`config.mk`:
```
export PLATFORM = sky130hd
export DESIGN_NAME = axiline_stream_loader
export DESIGN_NICKNAME = d
export VERILOG_FILES = /design/src/rtl/axiline_stream_loader.sv
export SDC_FILE = /design/constraint.sdc
export NUM_CORES = 1
export LEC_CHECK = 0
export BUFFER_PORTS_ARGS = -buffer_cell sky130_fd_sc_hd__buf_2
export CORE_MARGIN = 3
export CORE_UTILIZATION = 50
export CTS_BUF_LIST = sky130_fd_sc_hd__clkbuf_4 sky130_fd_sc_hd__clkbuf_8
export CTS_CLUSTER_DIAMETER = 50
export CTS_CLUSTER_SIZE = 8
export DETAILED_ROUTE_END_ITERATION = 10
export PLACE_DENSITY = 0.75
export REMOVE_ABC_BUFFERS = 1
export SYNTH_ARGS = -nofsm -noshare
export SYNTH_HDL_FRONTEND = slang
export SYNTH_SLANG_ARGS = --single-unit
```
`constraint.sdc`:
```
create_clock -name clk -period 7.5 [get_ports clk]
set_input_delay 1.5 -clock clk [delete_from_list [all_inputs] [get_ports clk]]
set_output_delay 1.5 -clock clk [all_outputs]
set_load 0.005 [all_outputs]
```
`src/rtl/axiline_stream_loader.sv`:
```
// Stream front end for the Axiline accelerator: packs incoming words into weight-RAM rows,
// then buffers each sample's x vector and replays it in step with weight-RAM reads.
`ifndef INPUT_BITWIDTH
`define INPUT_BITWIDTH 8
`endif
`ifndef SIZE
`define SIZE 2
`endif
`ifndef NUMBER_UNIT
`define NUMBER_UNIT 2
`endif
`ifndef NUM_CYCLE
`define NUM_CYCLE 4
`endif
`ifndef LOG_NUM_CYCLE
`define LOG_NUM_CYCLE 2
`endif

// Handshake: a stream word transfers on a rising clk edge where in_valid and in_ready
// are both 1; in_data must be held while in_valid=1 and in_ready=0.
module axiline_stream_loader #(
  parameter int inputBitwidth = `INPUT_BITWIDTH,
  parameter int size          = `SIZE,
  parameter int numUnit       = `NUMBER_UNIT,
  parameter int numCycle      = `NUM_CYCLE,
  parameter int logNumCycle   = `LOG_NUM_CYCLE
) (
  input  logic                                    clk,
  input  logic                                    rst,
  input  logic                                    cfg_go,
  input  logic                                    cfg_skip_w,
  input  logic [15:0]                             cfg_num_samples,
  input  logic [inputBitwidth-1:0]                in_data,
  input  logic                                    in_valid,
  output logic                                    in_ready,
  output logic [inputBitwidth*size*numUnit-1:0]   data_in_w_init,
  output logic [logNumCycle-1:0]                  w_addr,
  output logic                                    w1_en,
  output logic                                    w2_en,
  output logic [inputBitwidth*size-1:0]           data_in_x,
  output logic                                    start,
  output logic                                    done,
  output logic                                    busy,
  output logic                                    job_done,
  output logic [1:0]                              state_dbg
);

  localparam int ROW_WORDS = size * numUnit;
  localparam int WCW = (ROW_WORDS > 1) ? $clog2(ROW_WORDS) : 1;
  localparam int XCW = (size > 1) ? $clog2(size) : 1;
  localparam int TW  = logNumCycle + 1;
  localparam logic [WCW-1:0]         W_LAST = WCW'(ROW_WORDS - 1);
  localparam logic [WCW-1:0]         W_ONE  = WCW'(1);
  localparam logic [XCW-1:0]         X_LAST = XCW'(size - 1);
  localparam logic [XCW-1:0]         X_ONE  = XCW'(1);
  localparam logic [logNumCycle-1:0] C_LAST = logNumCycle'(numCycle - 1);
  localparam logic [logNumCycle-1:0] C_ONE  = logNumCycle'(1);
  localparam logic [TW-1:0]          T_END  = TW'(numCycle);
  localparam logic [TW-1:0]          T_ONE  = TW'(1);

  typedef enum logic [1:0] {
    S_IDLE   = 2'd0,
    S_LOAD_W = 2'd1,
    S_LOAD_X = 2'd2,
    S_RUN    = 2'd3
  } state_t;

  state_t state_q, state_d;

  logic [WCW-1:0]                  wcnt;
  logic [XCW-1:0]                  xcnt;
  logic [logNumCycle-1:0]          row;
  logic [logNumCycle-1:0]          chunk;
  logic [logNumCycle-1:0]          addr_q;
  logic [TW-1:0]                   t;
  logic [15:0]                     samp;
  logic [ROW_WORDS*inputBitwidth-1:0] pack_w;
  logic [ROW_WORDS*inputBitwidth-1:0] row_word;
  logic [size*inputBitwidth-1:0]   xbuf [numCycle];
  logic                            w1_q;
  logic                            job_done_q;
  logic                            zero_pend;
  logic                            accept;
  logic                            go_ok;
  logic                            run_end;

  assign accept  = in_valid & in_ready;
  // A launch is refused while an empty-job pulse is pending or being shown.
  assign go_ok   = (state_q == S_IDLE) && cfg_go && !zero_pend && !job_done_q;
  assign run_end = (state_q == S_RUN) && (t == T_END);

  assign w1_en     = w1_q;
  assign job_done  = job_done_q;
  assign state_dbg = state_q;
  assign w_addr    = (state_q == S_RUN && !run_end) ? t[logNumCycle-1:0] : addr_q;

  always_comb begin
    row_word = pack_w;
    row_word[wcnt*inputBitwidth +: inputBitwidth] = in_data;
  end

  always_ff @(posedge clk or negedge rst) begin
    if (!rst) state_q <= S_IDLE;
    else      state_q <= state_d;
  end

  always_comb begin
    state_d  = state_q;
    in_ready = 1'b0;
    w2_en    = 1'b0;
    start    = 1'b0;
    done     = 1'b0;
    busy     = (state_q != S_IDLE);
    case (state_q)
      S_IDLE: begin
        if (go_ok) begin
          if (!cfg_skip_w)                   state_d = S_LOAD_W;
          else if (cfg_num_samples != 16'd0) state_d = S_LOAD_X;
        end
      end
      S_LOAD_W: begin
        in_ready = 1'b1;
        if (accept && wcnt == W_LAST && row == C_LAST)
          state_d = (samp != 16'd0) ? S_LOAD_X : S_IDLE;
      end
      S_LOAD_X: begin
        in_ready = 1'b1;
        if (accept && xcnt == X_LAST && chunk == C_LAST) state_d = S_RUN;
      end
      S_RUN: begin
        w2_en = !run_end;
        start = (t == '0);
        done  = run_end;
        if (run_end) state_d = (samp != 16'd1) ? S_LOAD_X : S_IDLE;
      end
      default: state_d = S_IDLE;
    endcase
  end

  always_ff @(posedge clk or negedge rst) begin
    if (!rst) begin
      wcnt           <= '0;
      xcnt           <= '0;
      row            <= '0;
      chunk          <= '0;
      addr_q         <= '0;
      t              <= '0;
      samp           <= '0;
      pack_w         <= '0;
      data_in_w_init <= '0;
      data_in_x      <= '0;
      w1_q           <= 1'b0;
      job_done_q     <= 1'b0;
      zero_pend      <= 1'b0;
    end else begin
      w1_q       <= 1'b0;
      job_done_q <= 1'b0;
      zero_pend  <= 1'b0;
      case (state_q)
        S_IDLE: begin
          if (zero_pend) job_done_q <= 1'b1;
          if (go_ok) begin
            samp      <= cfg_num_samples;
            wcnt      <= '0;
            xcnt      <= '0;
            row       <= '0;
            chunk     <= '0;
            t         <= '0;
            zero_pend <= cfg_skip_w && (cfg_num_samples == 16'd0);
          end
        end
        S_LOAD_W: begin
          if (accept) begin
            pack_w <= row_word;
            if (wcnt == W_LAST) begin
              // The finished row moves to the output register, freeing pack_w for the next row.
              wcnt           <= '0;
              data_in_w_init <= row_word;
              addr_q         <= row;
              w1_q           <= 1'b1;
              row            <= (row == C_LAST) ? '0 : row + C_ONE;
              if (row == C_LAST && samp == 16'd0) job_done_q <= 1'b1;
            end else begin
              wcnt <= wcnt + W_ONE;
            end
          end
        end
        S_LOAD_X: begin
          if (accept) begin
            if (xcnt == X_LAST) begin
              xcnt  <= '0;
              chunk <= (chunk == C_LAST) ? '0 : chunk + C_ONE;
            end else begin
              xcnt <= xcnt + X_ONE;
            end
          end
        end
        S_RUN: begin
          if (t == T_END) begin
            t    <= '0;
            samp <= samp - 16'd1;
            if (samp == 16'd1) job_done_q <= 1'b1;
          end else begin
            // x chunk lands one cycle after its address, matching the RAM read latency.
            data_in_x <= xbuf[t[logNumCycle-1:0]];
            addr_q    <= t[logNumCycle-1:0];
            t         <= t + T_ONE;
          end
        end
        default: ;
      endcase
    end
  end

  always_ff @(posedge clk) begin
    if (state_q == S_LOAD_X && accept)
      xbuf[chunk][xcnt*inputBitwidth +: inputBitwidth] <= in_data;
  end

endmodule

```
==> summary.txt, run 1 <==
Fmax - 225 MHz
PostCTS Resize Cnt - 0
number of cells on the worst reg-to-reg path - 7
routability cong. - 0.864
routed vias/inst - 5.78
worst slew pin tran - 1020 ps
Slowest cell on crit path - dfrtp_1
cell with the most instances after synthesis - dfrtp_1
CTS Buffer Depth - 2
count of non-filler cells in the finished layout - 1008
largest cells by area after synthesis - dfrtp_1 34%, edfxtp_1 23%, nand2_1 5.1%, mux4_2 4.4%, ha_1 3.2%
post-CTS setup repair buffer count - 0
Max-Slew Margin vs Limit - 31.6%
Worst setup EP type - output pin
buffer type at the clock tree root - clkbuf_8
Reg2Reg Capture Point - samp[5]
post-layout min period - 4440 ps
worst reg2reg startpoint - t[1]
post-synthesis mux area share - 5.78%
adder-cell share of the synthesized area - 3.21%
area overhead of the layout relative to synthesis - 11.3%
Mapped Cells - 713
compound-cell area share of the yosys netlist - 14.0%
multi-input combinational cell area - 0.00320 mm^2
leading register cell type out of synthesis - dfrtp_1
number of detailed-route iterations in the first pass - 5
least setup slack across all paths after layout - 3060 ps
cell type with the largest total area after synthesis - dfrtp_1
# clock sinks - 177
area of the placeable core - 0.0159 mm^2
setup TNS - 0 ps
run status - finished clean
number of DRC markers in iteration 0 - 524
setup repair after global routing missed its margin - false
library cells used by synthesis - 59
yosys synthesis warning count - 0
number of global-route vias before repair - 5733
count of buffer and inverter cells on the critical path - 3
CTS clock-pin slew for the worst setup and hold paths - 90 ps
Mean Syn Cell Area - 11.5 um^2
Final Slew Violations - 0
hold buffer count at cts - 0
cell-by-cell listing of the critical path - inv_1, ha_1, a21bo_2, inv_1, buf_2
initial standard-cell utilization of the core - 51.4%
Worst EP arrival - 2940 ps
slowest stage delay, CP - 890 ps
ys async rst share - 63.8%
combined flip-flop and latch cell area - 0.00475 mm^2
Total Power - 0.00298 W
instance count after placement with tap cells included - 976
cell area after synthesis - 0.00820 mm^2
IO Pins - 88
Setup crit start kind - flip-flop
Commonest cells post-synth - 113 x dfrtp_1, 111 x nand2_1, 64 x edfxtp_1, 52 x a21oi_1, 52 x o21ai_0
Nets - 829
largest fanout of any net on the critical path - 23
remaining routing DRC violations - 0
Synth top area share - 34.5%
area of all placed cells without fillers - 0.00913 mm^2
I/O Buffers - 87
number of buffers inserted during clock tree synthesis - 17
final clock period utilization by the worst path - 59.2%
gr ovfl total - 0
Reg2Reg Setup Slack - 3670 ps
count of filler cells inserted in the layout - 1340
pin count of the biggest net entering global routing - 66
final setup violating endpoints - 0
height of the chip - 134 um
number of max-cap violations - 0
hpwl dp - 12200 um
Top delay family on crit path - buffers and inverters
number of placement rows - 46
kind of path behind the tightest hold check - reg -> reg
area share of and/or/nand/nor cells after synthesis - 15.9%
cell mode on critical path - inv_1
global-route wire length before repair - 29200 um
Clock Latency Late Sink - 460 ps
flip-flop and latch count after synthesis - 177
Total Routing Usage GR - 20.6%
TritonCTS clock tree - done
data required time at the worst endpoint - 6000 ps
register area share after synthesis - 57.9%
antenna violations before repair - 0
antenna diode count - 0
remaining antenna violation count - 0
wire length reported by the detailed router - 18100 um
fraction of layout cells with a size suffix above 1 - 21.1%
post-place instance area - 0.00875 mm^2
path type of the worst setup path - reg -> out
Worst IR Drop VDD - 0.157 mV
Final Skew - 7.44 ps
final number of hold-violating endpoints - 0
mean routed wirelength per cell - 18.0 um
P per Cell Area - 327 mW/mm^2
Max H-tree Level - 4
source of the worst hold timing path - data_in_x[5]
Die Footprint - 0.0180 mm^2
parity-gate share of the synthesized area counting xor and xnor cells - 0.107%
number of instances on the worst hold path - 2
Static Leakage - 3.96 nW
worst setup timing slack at the placement stage - 3560 ps
total number of vias - 5827
hold endpoint - data_in_x[5]
largest family of logic cells by synthesized area - simple AND/OR/NAND/NOR gates
die width - 134 um
count of flip-flops with a built-in enable after synthesis - 64
per-layer routing:
layer  GRT usage (%)  vias up  routed length (um)
met4            6.84        0                 259
li1                -     2709                   -
met3            4.99       25                1040
met2            33.9      206                9000
met1            27.3     2887                7810
met5               0        -                   0
where the power goes:
part / total [W] / internal, W / switching, W / leakage (nW)
Combinational: 0.00101 / 0.000423 / 0.000590 / 1.69
Sequential: 0.00134 / 0.00117 / 0.000161 / 2.08
Clock: 0.000637 / 0.000283 / 0.000354 / 0.200
layout make-up:
type	count	area share, %
inverter	18	0.740
timing repair buffer	90	5.04
sequential	177	52.0
multi-input combinational	475	35.0
clock buffer	19	2.80
clock inverter	13	1.38
tap	216	2.96
cell families (layout without fill, tap and decap cells):
family | after synthesis | in the layout
simple gates | 252 | 252
buf+inv | 61 | 140
fa+ha+maj | 21 | 21
xor+xnor | 1 | 1
compound gates | 174 | 174
mux | 27 | 27
flops | 177 | 177
worst reg2reg max path: cells and delay by family, from the launching register on:
kind	cells	cell delay [ps]
adders and majority gates	1	210
DFF	1	700
buffers and inverters	2	660
AOI/OAI and AO/OA	4	2140
worst max-delay path by stage:
stage,start,endpoint,depth (start not counted)
detailed placement,t[1],w2_en,5
CTS,t[1],w2_en,5
floorplan,state_dbg[0],w2_en,3
global placement,t[1],w2_en,5
finish,t[1],w2_en,5
global route,t[1],w2_en,5
sequential cells by signal, summed over array words and instances (netlist names):
name,cells
wcnt,2
data_in_x,16
pack_w,32
chunk,2
row,2
addr_q,2
data_in_w_init,32
xbuf,64
t,3
xcnt,1
w1_en,1
state_dbg,2
job_done,1
zero_pend,1
samp,16
stage by stage:
step                      utilization, %  hold WS, ps
after floorplan                        -          458
after global placement              54.9          453
after detailed placement            54.9          458
after CTS                           57.3          481
after global routing                57.3          509
final                               57.3          473
placed cells by master (no fill, tap or decap), drive strengths merged, types with 5 or more instances in the layout:
| master | synthesis | layout |
|---|---|---|
| nand2 | 111 | 111 |
| ha | 21 | 21 |
| dfrtp | 113 | 113 |
| nor3 | 10 | 10 |
| inv | 18 | 24 |
| mux2i | 8 | 8 |
| a21oi | 52 | 52 |
| clkinv | 0 | 5 |
| nor2 | 18 | 18 |
| edfxtp | 64 | 64 |
| clkbuf | 27 | 19 |
| o21ai | 53 | 53 |
| nor4 | 7 | 7 |
| a22o | 37 | 37 |
| buf | 16 | 90 |
| nand3 | 16 | 16 |
| o22ai | 9 | 9 |
| and2 | 19 | 19 |
| and3 | 8 | 8 |
| nor2b | 41 | 41 |
| mux4 | 16 | 16 |
Power figures use the tool's default switching activity.
==> inputs of run 2 (changes only) <==
ABC_AREA = 1   (was default)
clock period = 4.45 ns   (was 7.5 ns; I/O delays follow)
==> run 2 against run 1 <==
  * First-iteration DRC count shrank 1.7%
  * Flip-flop and latch count unchanged
  * Critical path depth is the same
  * Sequential power is 75% higher
  * Core utilization grew 0.45 points
  * Sequential share of layout area shrank 0.78 points
  * Register-to-register slack got worse by 1700 ps
  * Setup slack worse by 1700 ps
  * Clock skew grew 4.7 ps
  * Clock power grew 74%
  * Cell count grew 18%
  * Largest cell class unchanged
  * Highest routed layer is now met5
==> summary.txt, run 2 <==
run status - finished clean
Commonest cells post-synth - 153 x nor2_1, 149 x nand2_1, 113 x dfrtp_1, 97 x o21ai_0, 94 x inv_1
worst slew pin tran - 887 ps
count of flip-flops with a built-in enable after synthesis - 64
post-layout min period - 3120 ps
CTS Buffer Depth - 2
Final Skew - 12.2 ps
data required time at the worst endpoint - 3560 ps
Worst IR Drop VDD - 0.274 mV
Total Routing Usage GR - 20.2%
number of detailed-route iterations in the first pass - 5
Max-Slew Margin vs Limit - 40.8%
remaining antenna violation count - 0
Worst EP arrival - 2230 ps
Synth top area share - 34.1%
yosys synthesis warning count - 0
PostCTS Resize Cnt - 0
hpwl dp - 12400 um
number of buffers inserted during clock tree synthesis - 17
antenna diode count - 0
routability cong. - 0.861
area overhead of the layout relative to synthesis - 11.9%
mean routed wirelength per cell - 15.0 um
CTS clock-pin slew for the worst setup and hold paths - 90 ps
setup TNS - 0 ps
Nets - 1012
TritonCTS clock tree - done
Die Footprint - 0.0181 mm^2
routed vias/inst - 5.21
area of the placeable core - 0.0161 mm^2
Clock Latency Late Sink - 460 ps
global-route wire length before repair - 29100 um
pin count of the biggest net entering global routing - 71
slowest stage delay, CP - 500 ps
setup repair after global routing missed its margin - false
cell-by-cell listing of the critical path - ha_1, buf_4, inv_2, nor2_1, buf_2
Worst setup EP type - output pin
IO Pins - 88
die width - 135 um
P per Cell Area - 587 mW/mm^2
wire length reported by the detailed router - 17900 um
largest fanout of any net on the critical path - 19
library cells used by synthesis - 32
number of DRC markers in iteration 0 - 515
area of all placed cells without fillers - 0.00927 mm^2
register area share after synthesis - 57.3%
final clock period utilization by the worst path - 70.2%
fraction of layout cells with a size suffix above 1 - 17.6%
# clock sinks - 177
total number of vias - 6203
largest cells by area after synthesis - dfrtp_1 34%, edfxtp_1 23%, nor2_1 6.9%, nand2_1 6.8%, o21ai_0 5.9%
Static Leakage - 4.24 nW
cell type with the largest total area after synthesis - dfrtp_1
post-CTS setup repair buffer count - 0
Final Slew Violations - 0
commonest non-fill, non-tap cell in the layout - nor2_1
leading register cell type out of synthesis - dfrtp_1
Mapped Cells - 886
gr ovfl total - 0
Fmax - 320 MHz
cell area after synthesis - 0.00828 mm^2
number of placement rows - 46
flip-flop and latch count after synthesis - 177
cell with the most instances after synthesis - nor2_1
number of max-cap violations - 0
commonest cells after routing, fill and taps aside - 153 x nor2_1, 149 x nand2_1, 113 x dfrtp_1, 97 x o21ai_0, 94 x inv_1
registers with the highest flip-flop counts - xbuf x64, data_in_w_init x32, pack_w x32
Max H-tree Level - 4
hold buffer count at cts - 0
Slowest cell on crit path - ha_1
final number of hold-violating endpoints - 0
number of flip-flops under the largest register name - 64
number of global-route vias before repair - 5767
Top reg by flops - xbuf
antenna violations before repair - 1
height of the chip - 135 um
I/O Buffers - 87
post-place instance area - 0.00886 mm^2
path type of the worst setup path - reg -> out
ys async rst share - 63.8%
remaining routing DRC violations - 0
buffer type at the clock tree root - clkbuf_8
kind of path behind the tightest hold check - reg -> reg
final setup violating endpoints - 0
initial standard-cell utilization of the core - 51.6%
Setup crit start kind - flip-flop
Mean Syn Cell Area - 9.35 um^2
## run 2: cell types whose count changed in the layout (fill, tap and decap cells not counted), sizes merged, moves of 25 or more
cell | before | now
inv | 24 | 105
o22ai | 9 | 34
o21ai | 53 | 104
mux2 | 3 | 32
nor2b | 41 | 0
nor2 | 18 | 154
a21oi | 52 | 10
nand2 | 111 | 151
a22o | 37 | 0
## run 2: worst paths after layout
kind	cells after the start	end	startpoint	slack [ps]
setup / recovery	5	done	state_dbg[0]	1330
hold / removal	2	addr_q[1]	addr_q[1]	500
setup reg to reg	6	data_in_w_init[31]	state_dbg[1]	1980
hold reg to reg	2	addr_q[1]	addr_q[1]	500
max in group asynchronous	2	data_in_x[4]	rst	3080
min in group asynchronous	1	samp[6]	rst	520
## run 2: cell families (layout without fill, tap and decap cells)
kind of cell / after synthesis / in the layout / share of synthesized area, %
multiplexers: 32 / 32 / 4.35
adder cells (fa/ha/maj): 21 / 21 / 3.17
flip-flops: 177 / 177 / 57.3
AND/OR/NAND/NOR: 349 / 349 / 16.8
buffers and inverters: 139 / 228 / 7.02
AO/OA/AOI/OAI: 166 / 166 / 11.1
XOR/XNOR: 2 / 2 / 0.212
## run 2: report_power, final
part	leakage, nW	total, W	internal (W)	switching (W)
Combinational	1.98	0.00200	0.000689	0.00131
Clock	0.203	0.00111	0.000494	0.000615
Sequential	2.05	0.00234	0.00210	0.000233
## run 2: routing by layer
metal  wire (um)  share of wire, %  track usage (%)
met3        1050               5.9             4.62
met2        8330                47             31.0
met5           9             0.050                0
met1        8210                46             28.7
met4         288               1.6             6.62
## run 2: worst max-delay path: cells and delay by family (launching register included)
family	cells	cell delay, ps
flip-flops	1	420
adder cells (fa/ha/maj)	1	500
buffers and inverters	3	640
AND/OR/NAND/NOR	1	210
## run 2: final cells by class
class | count | area, um^2
clock inverters | 13 | 148
well taps | 216 | 270
clock buffers | 19 | 262
flip-flops and latches | 177 | 4750
multi-input cells | 570 | 2950
repair buffers | 96 | 505
inverters | 100 | 380
fillers | 1359 | 6790
## run 2: metrics by stage
step | setup WS [ps] | hold slack, ps | instances | utilization [%] | total power, W
floorplan | 1040 | 453 | 847 | - | 0.00369
global placement | 1850 | 478 | 1159 | 55.2 | 0.00430
detailed placement | 1810 | 487 | 1159 | 55.2 | 0.00436
CTS | 1290 | 511 | 1191 | 57.7 | 0.00547
global route | 1140 | 524 | 1191 | 57.7 | 0.00587
finish | 1330 | 504 | 1191 | 57.7 | 0.00544
==> inputs of run 3 (changes only) <==
PLACE_DENSITY = 0.77   (was 0.75)
clock period = 2.65 ns   (was 4.45 ns; I/O delays follow)
==> run 3 against run 2 <==
  * Core utilization grew 0.27 points
  * Highest routed layer is now met4
  * First-iteration DRC count is 4.3% higher
  * Sequential power rose by 68%
  * Clock-buffer cell count did not move
==> summary.txt, run 3 (synthesis results as in run 2) <==
Final Slew Violations - 0
antenna diode count - 0
Static Leakage - 4.27 nW
Max H-tree Level - 4
Die Footprint - 0.0181 mm^2
Worst EP arrival - 1840 ps
initial standard-cell utilization of the core - 51.6%
setup repair after global routing missed its margin - false
number of placement rows - 46
run status - finished clean
post-CTS setup repair buffer count - 0
CTS clock-pin slew for the worst setup and hold paths - 100 ps
Nets - 1017
number of buffers inserted during clock tree synthesis - 17
final clock period utilization by the worst path - 89.4%
number of max-cap violations - 0
Worst setup EP type - output pin
P per Cell Area - 989 mW/mm^2
TritonCTS clock tree - done
number of global-route vias before repair - 5967
Top reg by flops - xbuf
number of DRC markers in iteration 0 - 537
Final Skew - 13.0 ps
gr ovfl total - 0
data required time at the worst endpoint - 2120 ps
path type of the worst setup path - reg -> out
final number of hold-violating endpoints - 0
Clock Latency Late Sink - 460 ps
Setup crit start kind - flip-flop
die width - 135 um
wire length reported by the detailed router - 18100 um
pin count of the biggest net entering global routing - 65
buffer type at the clock tree root - clkbuf_8
worst slew pin tran - 747 ps
number of flip-flops under the largest register name - 64
routed vias/inst - 5.27
hold buffer count at cts - 0
area overhead of the layout relative to synthesis - 12.4%
Max-Slew Margin vs Limit - 50.0%
mean routed wirelength per cell - 15.1 um
kind of path behind the tightest hold check - in -> async
Total Routing Usage GR - 20.5%
setup TNS - 0 ps
commonest cells after routing, fill and taps aside - 153 x nor2_1, 149 x nand2_1, 113 x dfrtp_1, 97 x o21ai_0, 94 x inv_1
post-place instance area - 0.00891 mm^2
number of detailed-route iterations in the first pass - 5
routability cong. - 0.844
commonest non-fill, non-tap cell in the layout - nor2_1
area of all placed cells without fillers - 0.00931 mm^2
global-route wire length before repair - 29700 um
PostCTS Resize Cnt - 0
Fmax - 422 MHz
largest fanout of any net on the critical path - 13
CTS Buffer Depth - 2
height of the chip - 135 um
registers with the highest flip-flop counts - xbuf x64, data_in_w_init x32, pack_w x32
area of the placeable core - 0.0161 mm^2
Worst IR Drop VDD - 0.484 mV
total number of vias - 6300
remaining antenna violation count - 0
# clock sinks - 177
count of filler cells inserted in the layout - 1361
I/O Buffers - 87
antenna violations before repair - 0
IO Pins - 88
post-layout min period - 2370 ps
final setup violating endpoints - 0
hpwl dp - 12700 um
remaining routing DRC violations - 0
fraction of layout cells with a size suffix above 1 - 18.0%
-- run 3: cell types whose count changed in the layout (fill, tap and decap cells not counted), sizes merged --
cell and delta:
buf +5, bufinv +1, clkinvlp +1, inv -2
-- run 3: worst max-delay path, cell delays in order (launching register included) --
cell and delay (ps):
dfrtp_1 430, ha_1 270, buf_4 190, inv_2 230
nor2_1 120, buf_2 150
-- run 3: power by group --
group / switching [W] / internal, W / leakage, nW / total (W)
clock network: 0.00100 / 0.000880 / 0.198 / 0.00188
registers: 0.000399 / 0.00353 / 2.05 / 0.00393
logic: 0.00222 / 0.00117 / 2.02 / 0.00339
-- run 3: per-stage QoR --
step / setup slack, ps / hold WS, ps / utilization, % / power, W / instances
final: 281 / 71.4 / 58.0 / 0.00921 / 1196
after CTS: 252 / 80.0 / 58.0 / 0.00925 / 1196
after global placement: 582 / 477 / 55.5 / 0.00723 / 1164
after floorplan: -402 / 234 / - / 0.00619 / 847
after detailed placement: 467 / 476 / 55.5 / 0.00735 / 1164
after global routing: 103 / 79.4 / 58.0 / 0.00992 / 1196
-- run 3: layout make-up --
cell class                 instances  area, um^2  area share (%)
tap                              216         270            2.90
timing repair buffer             101         556            5.97
multi-input combinational        570        2950            31.7
clock inverter                    13         154            1.65
sequential                       177        4750            51.0
inverter                         100         380            4.09
clock buffer                      19         249            2.67
-- run 3: routing by layer --
metal / track usage (%) / wire [um] / vias to the layer above
li1: - / - / 3095
met1: 28.9 / 8100 / 3013
met2: 32.0 / 8660 / 166
met3: 4.77 / 1050 / 26
met4: 6.56 / 284 / 0
met5: 0 / 0 / -
-- run 3: worst paths after layout --
path / start / endpoint / slack, ps / cells past startpoint
setup reg to reg: state_dbg[0] / xbuf[1][4] / 430 / 6
hold / removal: rst / samp[15] / 70 / 1
setup / recovery: state_dbg[0] / done / 280 / 5
hold reg to reg: addr_q[1] / addr_q[1] / 500 / 2
min in group clk: cfg_num_samples[9] / samp[9] / 380 / 5
max in group asynchronous: rst / data_in_w_init[21] / 1870 / 2
